--- src/rtl/processador_pkg.sv ---
// rtl/processador_pkg.sv - shared processor types and constants for the quantum counter
package processador_pkg;

  localparam int unsigned ADDR_W          = 32;
  localparam int unsigned QUANTUM_DEFAULT = 20;

  typedef enum logic [1:0] {
    IDLE = 2'd0,
    RUN  = 2'd1,
    SWAP = 2'd2
  } estado_t;

endpackage

--- src/rtl/contador_quantum_if.sv ---
// rtl/contador_quantum_if.sv - UC <-> quantum counter bundle; setQ/dadoQ only with CONTADOR_QUANTUM_PROG_EN
interface contador_quantum_if #(
  parameter int unsigned CW = 16
);

  logic [4:0]                           idProc;
  logic                                 swap_P;
  logic                                 status;
  logic                                 stall;
  logic [processador_pkg::ADDR_W-1:0]   pc_prox;
  logic                                 swap_SO;
  logic [processador_pkg::ADDR_W-1:0]   ultimo_pc;
  logic [processador_pkg::ADDR_W-1:0]   restante;
  logic [CW-1:0]                        preempcoes;

`ifdef CONTADOR_QUANTUM_PROG_EN
  logic                                 setQ;
  logic [processador_pkg::ADDR_W-1:0]   dadoQ;

  modport master (
    output idProc, swap_P, status, stall, pc_prox, setQ, dadoQ,
    input  swap_SO, ultimo_pc, restante, preempcoes
  );

  modport slave (
    input  idProc, swap_P, status, stall, pc_prox, setQ, dadoQ,
    output swap_SO, ultimo_pc, restante, preempcoes
  );
`else
  modport master (
    output idProc, swap_P, status, stall, pc_prox,
    input  swap_SO, ultimo_pc, restante, preempcoes
  );

  modport slave (
    input  idProc, swap_P, status, stall, pc_prox,
    output swap_SO, ultimo_pc, restante, preempcoes
  );
`endif

endinterface

--- src/rtl/contador_sat.sv ---
// rtl/contador_sat.sv - saturating up-counter with enable
module contador_sat #(
  parameter int unsigned W = 16
) (
  input  logic         clk,
  input  logic         rst_n,
  input  logic         en,
  output logic [W-1:0] count
);

  // Count enabled events, sticking at all-ones instead of wrapping
  always_ff @(posedge clk or negedge rst_n) begin
    if (!rst_n) begin
      count <= '0;
    end else if (en && (count != '1)) begin
      count <= count + W'(1);
    end
  end

endmodule

--- src/rtl/contador_quantum.sv ---
// rtl/contador_quantum.sv - time-slice preemption counter; CONTADOR_QUANTUM_PROG_EN adds a programmable quantum
module contador_quantum
  import processador_pkg::*;
#(
  parameter int unsigned QUANTUM = QUANTUM_DEFAULT,
  parameter int unsigned CW      = 16
) (
  input  logic              clk,
  input  logic              rst_n,
  contador_quantum_if.slave bus
);

  // A zero quantum would never expire, so it behaves as a single instruction
  localparam logic [ADDR_W-1:0] QUANTUM_RST = (QUANTUM == 0) ? ADDR_W'(1) : ADDR_W'(QUANTUM);

  estado_t           state;
  logic              swap_so_q;
  logic [ADDR_W-1:0] ultimo_pc_q;
  logic [ADDR_W-1:0] restante_q;
  logic [ADDR_W-1:0] quantum;
  logic [CW-1:0]     preempcoes_q;

`ifdef CONTADOR_QUANTUM_PROG_EN
  // Quantum register; only read when swap_P (re)loads restante, so a write never disturbs the running slice
  always_ff @(posedge clk or negedge rst_n) begin
    if (!rst_n) begin
      quantum <= QUANTUM_RST;
    end else if (bus.setQ) begin
      quantum <= (bus.dadoQ == '0) ? ADDR_W'(1) : bus.dadoQ;
    end
  end
`else
  assign quantum = QUANTUM_RST;
`endif

  // Scheduler FSM: status=0 beats reload, reload beats commit/expiry; swap_SO is high exactly while in SWAP
  always_ff @(posedge clk or negedge rst_n) begin
    if (!rst_n) begin
      state       <= IDLE;
      swap_so_q   <= 1'b0;
      ultimo_pc_q <= '0;
      restante_q  <= '0;
    end else begin
      swap_so_q <= 1'b0;
      case (state)
        IDLE: begin
          if (bus.swap_P && (bus.idProc != 5'd0)) begin
            state      <= RUN;
            restante_q <= quantum;
          end
        end
        RUN: begin
          if (!bus.status) begin
            state      <= IDLE;
            restante_q <= '0;
          end else if (bus.swap_P) begin
            restante_q <= quantum;
          end else if (!bus.stall) begin
            if (restante_q == ADDR_W'(1)) begin
              state       <= SWAP;
              restante_q  <= '0;
              ultimo_pc_q <= bus.pc_prox;
              swap_so_q   <= 1'b1;
            end else begin
              restante_q <= restante_q - ADDR_W'(1);
            end
          end
        end
        SWAP: begin
          state <= IDLE;
        end
        default: begin
          state <= IDLE;
        end
      endcase
    end
  end

  contador_sat #(
    .W (CW)
  ) u_preempcoes (
    .clk   (clk),
    .rst_n (rst_n),
    .en    (state == SWAP),
    .count (preempcoes_q)
  );

  assign bus.swap_SO    = swap_so_q;
  assign bus.ultimo_pc  = ultimo_pc_q;
  assign bus.restante   = restante_q;
  assign bus.preempcoes = preempcoes_q;

endmodule

--- src/flat_wrapper.sv ---
// flat-port wrapper written by rule: the top's interface ports become plain ports
module contador_quantum_flat import processador_pkg::*;
#(
  parameter int unsigned QUANTUM = QUANTUM_DEFAULT,
  parameter int unsigned CW      = 16
)
  (clk, rst_n, bus_idProc, bus_swap_P, bus_status, bus_stall, bus_pc_prox, bus_swap_SO, bus_ultimo_pc, bus_restante, bus_preempcoes);
  contador_quantum_if #(.CW(CW)) bus_i ();
  input  logic clk;
  input  logic rst_n;
  input wire logic [$bits(bus_i.idProc)-1:0] bus_idProc;
  input wire logic [$bits(bus_i.swap_P)-1:0] bus_swap_P;
  input wire logic [$bits(bus_i.status)-1:0] bus_status;
  input wire logic [$bits(bus_i.stall)-1:0] bus_stall;
  input wire logic [$bits(bus_i.pc_prox)-1:0] bus_pc_prox;
  output wire logic [$bits(bus_i.swap_SO)-1:0] bus_swap_SO;
  output wire logic [$bits(bus_i.ultimo_pc)-1:0] bus_ultimo_pc;
  output wire logic [$bits(bus_i.restante)-1:0] bus_restante;
  output wire logic [$bits(bus_i.preempcoes)-1:0] bus_preempcoes;
  assign bus_i.idProc = bus_idProc;
  assign bus_i.swap_P = bus_swap_P;
  assign bus_i.status = bus_status;
  assign bus_i.stall = bus_stall;
  assign bus_i.pc_prox = bus_pc_prox;
  assign bus_swap_SO = bus_i.swap_SO;
  assign bus_ultimo_pc = bus_i.ultimo_pc;
  assign bus_restante = bus_i.restante;
  assign bus_preempcoes = bus_i.preempcoes;
  contador_quantum #(.QUANTUM(QUANTUM), .CW(CW)) u_core (.clk(clk), .rst_n(rst_n), .bus(bus_i));
endmodule
--- config.mk ---
export PLATFORM = sky130hd
export DESIGN_NAME = contador_quantum_flat
export DESIGN_NICKNAME = d
export VERILOG_FILES = /design/src/rtl/processador_pkg.sv /design/src/rtl/contador_quantum_if.sv /design/src/rtl/contador_sat.sv /design/src/rtl/contador_quantum.sv /design/src/flat_wrapper.sv
export SDC_FILE = /design/constraint.sdc
export NUM_CORES = 1
export LEC_CHECK = 0
export BUFFER_PORTS_ARGS = -buffer_cell sky130_fd_sc_hd__buf_4
export CAP_MARGIN = 20
export CORE_AREA = 2 2 92 94
export CTS_CLUSTER_DIAMETER = 50
export DETAILED_ROUTE_END_ITERATION = 6
export DIE_AREA = 0 0 94 96
export MAX_ROUTING_LAYER = met4
export PLACE_DENSITY = 0.75
export SYNTH_ARGS = -nofsm -noshare
export SYNTH_HDL_FRONTEND = slang
export SYNTH_SLANG_ARGS = --single-unit
--- constraint.sdc ---
create_clock -name clk -period 3.2 [get_ports clk]
set_clock_uncertainty 0.2 [all_clocks]
set_input_delay 0.16 -clock clk [delete_from_list [all_inputs] [get_ports clk]]
set_output_delay 0.16 -clock clk [all_outputs]
set_load 0.02 [all_outputs]
==> flow_summary.rst <==
.. list-table::
   :header-rows: 1

   * - Metric
     - Value
   * - Internal portion of total power
     - between 1.5 and 2 mW
   * - Layer carrying the most global-route usage
     - met2
   * - Number of design-rule violations left by the first detailed-router iteration
     - 171
   * - CTS clock-pin slew for the worst setup and hold paths
     - roughly 0.09 ns
   * - Area fraction in compound gates after synthesis
     - 0.04661
   * - Global-route wire length before repair
     - between 15000 and 20000 um
   * - Worst reg2reg path depth
     - 6
   * - Post-DRT Antenna Nets
     - 0
   * - Shortest clock period the worst path allows after layout
     - a little over 3 ns
   * - Mapped Avg Cell Area
     - roughly 12 um2
   * - Number of enable-type register cells in the synthesized netlist
     - 0
   * - Clock sink count
     - between 80 and 90
   * - Leakage power
     - around 2.9 nW
   * - CTS buffer count
     - 9
   * - Max-cap check violation count
     - 0
   * - Ports
     - approximately 120
   * - Total detailed-routing wirelength
     - ~10000 um
   * - Gate power share
     - 0.258
   * - Max Fanout on Critical Path
     - 32
   * - Via count of the first global-routing pass
     - around 3300
   * - Peak clock frequency supported by timing
     - about 330 MHz
   * - Number of buffer cells added on primary ports
     - between 100 and 150
   * - Arrival time of data at the critical path endpoint
     - between 3 and 4 ns
   * - Sequential power share
     - 0.449
   * - Later-pin clock latency in the skew report
     - about 0.35 ns
   * - Synthesized flop and latch total
     - between 80 and 90
   * - CTS H-tree lvls
     - 3
   * - Most instantiated cells after synthesis
     - 83 x sky130_fd_sc_hd__dfrtp_1, 32 x sky130_fd_sc_hd__nor2_1, 30 x sky130_fd_sc_hd__mux2_4, 22 x sky130_fd_sc_hd__xnor2_1
   * - Root buf cell
     - sky130_fd_sc_hd__clkbuf_8
   * - Sequential fraction of the synthesis area
     - 0.5192
   * - Most instantiated flip-flop cell in the synthesis netlist
     - sky130_fd_sc_hd__dfrtp_1
   * - Residual DRC count
     - 0
   * - Count of vias placed by the detailed router
     - ~3400
   * - Post-cts repair resize count
     - 0
   * - Post-synthesis cell type count
     - 40
   * - Per-cell via count in the routed design
     - 5.410
   * - Result of the run
     - finished clean
   * - Warnings from Yosys
     - 0
   * - Largest net degree at the start of global routing
     - 84
   * - Switching share of power
     - 0.3137
   * - Fraction of synthesis flops using an asynchronous set or reset pin
     - 1.000
   * - Class of the tightest hold or removal check
     - primary input to async pin
   * - Final hold viol count
     - 0
   * - Total negative slack
     - 0 ns
   * - Basic-gate share of the synthesized area counting and, or, nand and nor cells
     - 0.2018
   * - Normalized max-slew margin
     - 0.6719
   * - Mapped Cells
     - 342
   * - Synthesized net count
     - ~390
   * - TritonCTS clock tree
     - built
   * - Width of the die
     - approximately 94 um
   * - Synthesized area
     - 4000 um2
   * - Largest cells by area after synthesis
     - sky130_fd_sc_hd__dfrtp_1 52%, sky130_fd_sc_hd__mux2_4 11%, sky130_fd_sc_hd__xnor2_1 4.8%
   * - Data required, critical path
     - roughly 3.2 ns
   * - Endpoint type of the worst setup path
     - flip-flop
   * - Maximum VDD drop
     - roughly 0.25 mV
   * - Final number of max-transition violations
     - 0
   * - GR met1 Demand/Resource
     - 0.3052
   * - Number of placement rows
     - 33
   * - Worst-case clock buffer depth
     - 2
   * - Gr ovfl total
     - 0
   * - Sum of net half-perimeters after detailed placement
     - a little under 7000 um
   * - Clock share of power
     - 0.293
   * - GR Layer Usage met2
     - 0.3923
   * - Initial DRT Pass Iterations
     - 5
   * - Power per unit of standard cell area
     - approximately 450 nW/um2
   * - Most frequent cell after synthesis
     - sky130_fd_sc_hd__dfrtp_1
   * - Largest area contributor in the synthesized netlist
     - sky130_fd_sc_hd__dfrtp_1
   * - Global routing usage on met3
     - 0.03915
   * - Setup crit start kind
     - flip-flop
   * - Tot GR Track Use
     - 0.2377
   * - Critical setup path kind
     - flip-flop to flip-flop
   * - Core box area
     - 8051 um2
   * - Largest family of logic cells by synthesized area
     - simple AND/OR/NAND/NOR gates
   * - Share of Yosys cell area claimed by the top area cell type
     - 0.5192
   * - Die Footprint
     - roughly 9000 um2
   * - Crit share post-route
     - 0.9562
   * - Final setup violation count
     - 0
   * - Multiplexer share of the synthesized area
     - 0.1239
   * - RSZ-0062 raised after global routing
     - no
   * - Area added between synthesis and finish
     - 42.88%
   * - Adder-Cell Fraction of Synth Area
     - 0.009384
   * - Final net count
     - between 500 and 600
   * - Total power
     - 2.592 mW
   * - Number of antenna violations at the first check in global routing
     - 0
   * - Actual transition at the worst max-transition pin
     - between 0.4 and 0.5 ns
   * - Final weighted congestion in routability-driven placement
     - 0.7844
   * - Antenna diodes
     - 0
   * - Average wire per cell in the routed design
     - 16.31 um
   * - Share of the synthesized netlist area taken by xor and xnor gates
     - 0.07444
   * - Height of the die
     - approximately 96 um
   * - Net switching power
     - about 0.81 mW
   * - Starting density of the core
     - 0.4968
   * - Fraction of final layout cells sized beyond drive strength 1
     - 0.3796
## placed cells by master (no fill, tap or decap), drive strengths merged, types with 10 or more instances in the layout
| cell | synthesis | layout |
|---|---|---|
| or3 | 10 | 10 |
| dlygate4sd3 | 0 | 39 |
| buf | 4 | 136 |
| nand3 | 11 | 11 |
| nor4 | 17 | 17 |
| nand2 | 12 | 12 |
| xor2 | 12 | 12 |
| xnor2 | 22 | 22 |
| mux2 | 34 | 34 |
| nand4 | 16 | 16 |
| nor2 | 32 | 32 |
| dfrtp | 83 | 83 |
| a21oi | 11 | 11 |
## sequential cells by signal (all words and copies together), names as in the netlist
signal	flops
u_core.bus.restante	32
u_core.bus.swap_SO	1
u_core.bus.ultimo_pc	32
u_core.state	2
u_core.u_preempcoes.count	16
## kinds of logic after synthesis
| group | Yosys count |
|---|---|
| and+or+nand+nor | 137 |
| DFF | 83 |
| xor gates and xnor gates | 34 |
| muxes | 34 |
| AOI/OAI and AO/OA | 31 |
| buffers and inverters | 20 |
| adders and majority gates | 3 |
## power groups by stage
stage,clock network [mW],logic [mW],registers (mW)
CTS,0.778,0.652,1.16
detailed placement,0,0.611,1.18
finish,0.759,0.670,1.16
global route,0.834,0.733,1.17
global placement,0,0.599,1.18
floorplan,0,0.309,1.23
## worst paths after layout
| kind | start | end | slack (ns) |
|---|---|---|---|
| worst max register to register | u_core.bus.restante[12] | u_core.bus.ultimo_pc[9] | 0.14 |
| min in group clk | bus_idProc[0] | u_core.state[0] | 0.09 |
| worst min-delay path | rst_n | u_core.u_preempcoes.count[1] | 0.02 |
| worst max-delay path | u_core.bus.restante[12] | u_core.bus.ultimo_pc[9] | 0.14 |
| max in group asynchronous | rst_n | u_core.bus.restante[4] | 2.16 |
| worst min register to register | u_core.u_preempcoes.count[10] | u_core.u_preempcoes.count[10] | 0.30 |
## through the flow
stage	setup WS [ns]	hold slack, ns	instance area (um2)	instances	util
detailed placement	0.08765	0.1728	5091	567	0.6323
global route	0.02538	0.03689	5715	624	0.7099
CTS	0.08157	0.08061	5680	622	0.7055
finish	0.1402	0.02333	5715	624	0.7099
global placement	0.1541	0.1719	5091	567	0.6323
floorplan	0.1889	-0.3356	4000	342	-
## routing by layer
| metal | part of all wire | wire length (um) |
|---|---|---|
| met3 | 0.057 | 578 |
| met4 | 0.0071 | 72 |
| met2 | 0.50 | 5077 |
| met1 | 0.44 | 4449 |
| met5 | 0 | 0 |
## worst max-delay path, stage by stage, from the launching register on
cell,delay [ns]
sky130_fd_sc_hd__dfrtp_1,0.43
sky130_fd_sc_hd__or4_1,0.61
sky130_fd_sc_hd__nor4_4,0.36
sky130_fd_sc_hd__nand4_4,0.12
sky130_fd_sc_hd__or4_2,0.66
sky130_fd_sc_hd__buf_12,0.23
sky130_fd_sc_hd__mux2_4,0.32
## area by class of cell
type / instances / area [um2]
Fill cell: 580 / 2336
Clock buffer: 9 / 123.9
Multi-Input combinational cell: 239 / 1829
Inverter: 6 / 22.52
Clock inverter: 7 / 75.07
Timing Repair Buffer: 175 / 1456
Tap cell: 105 / 131.4
Sequential cell: 83 / 2077
## what timing repair did
item                       4_1_cts  5_1_grt
buffers inserted                 0        1
hold endpoints to repair       121        0
setup endpoints to repair        0        5
hold buffers                    39        0
No activity file was read; power rests on OpenSTA's default activity.
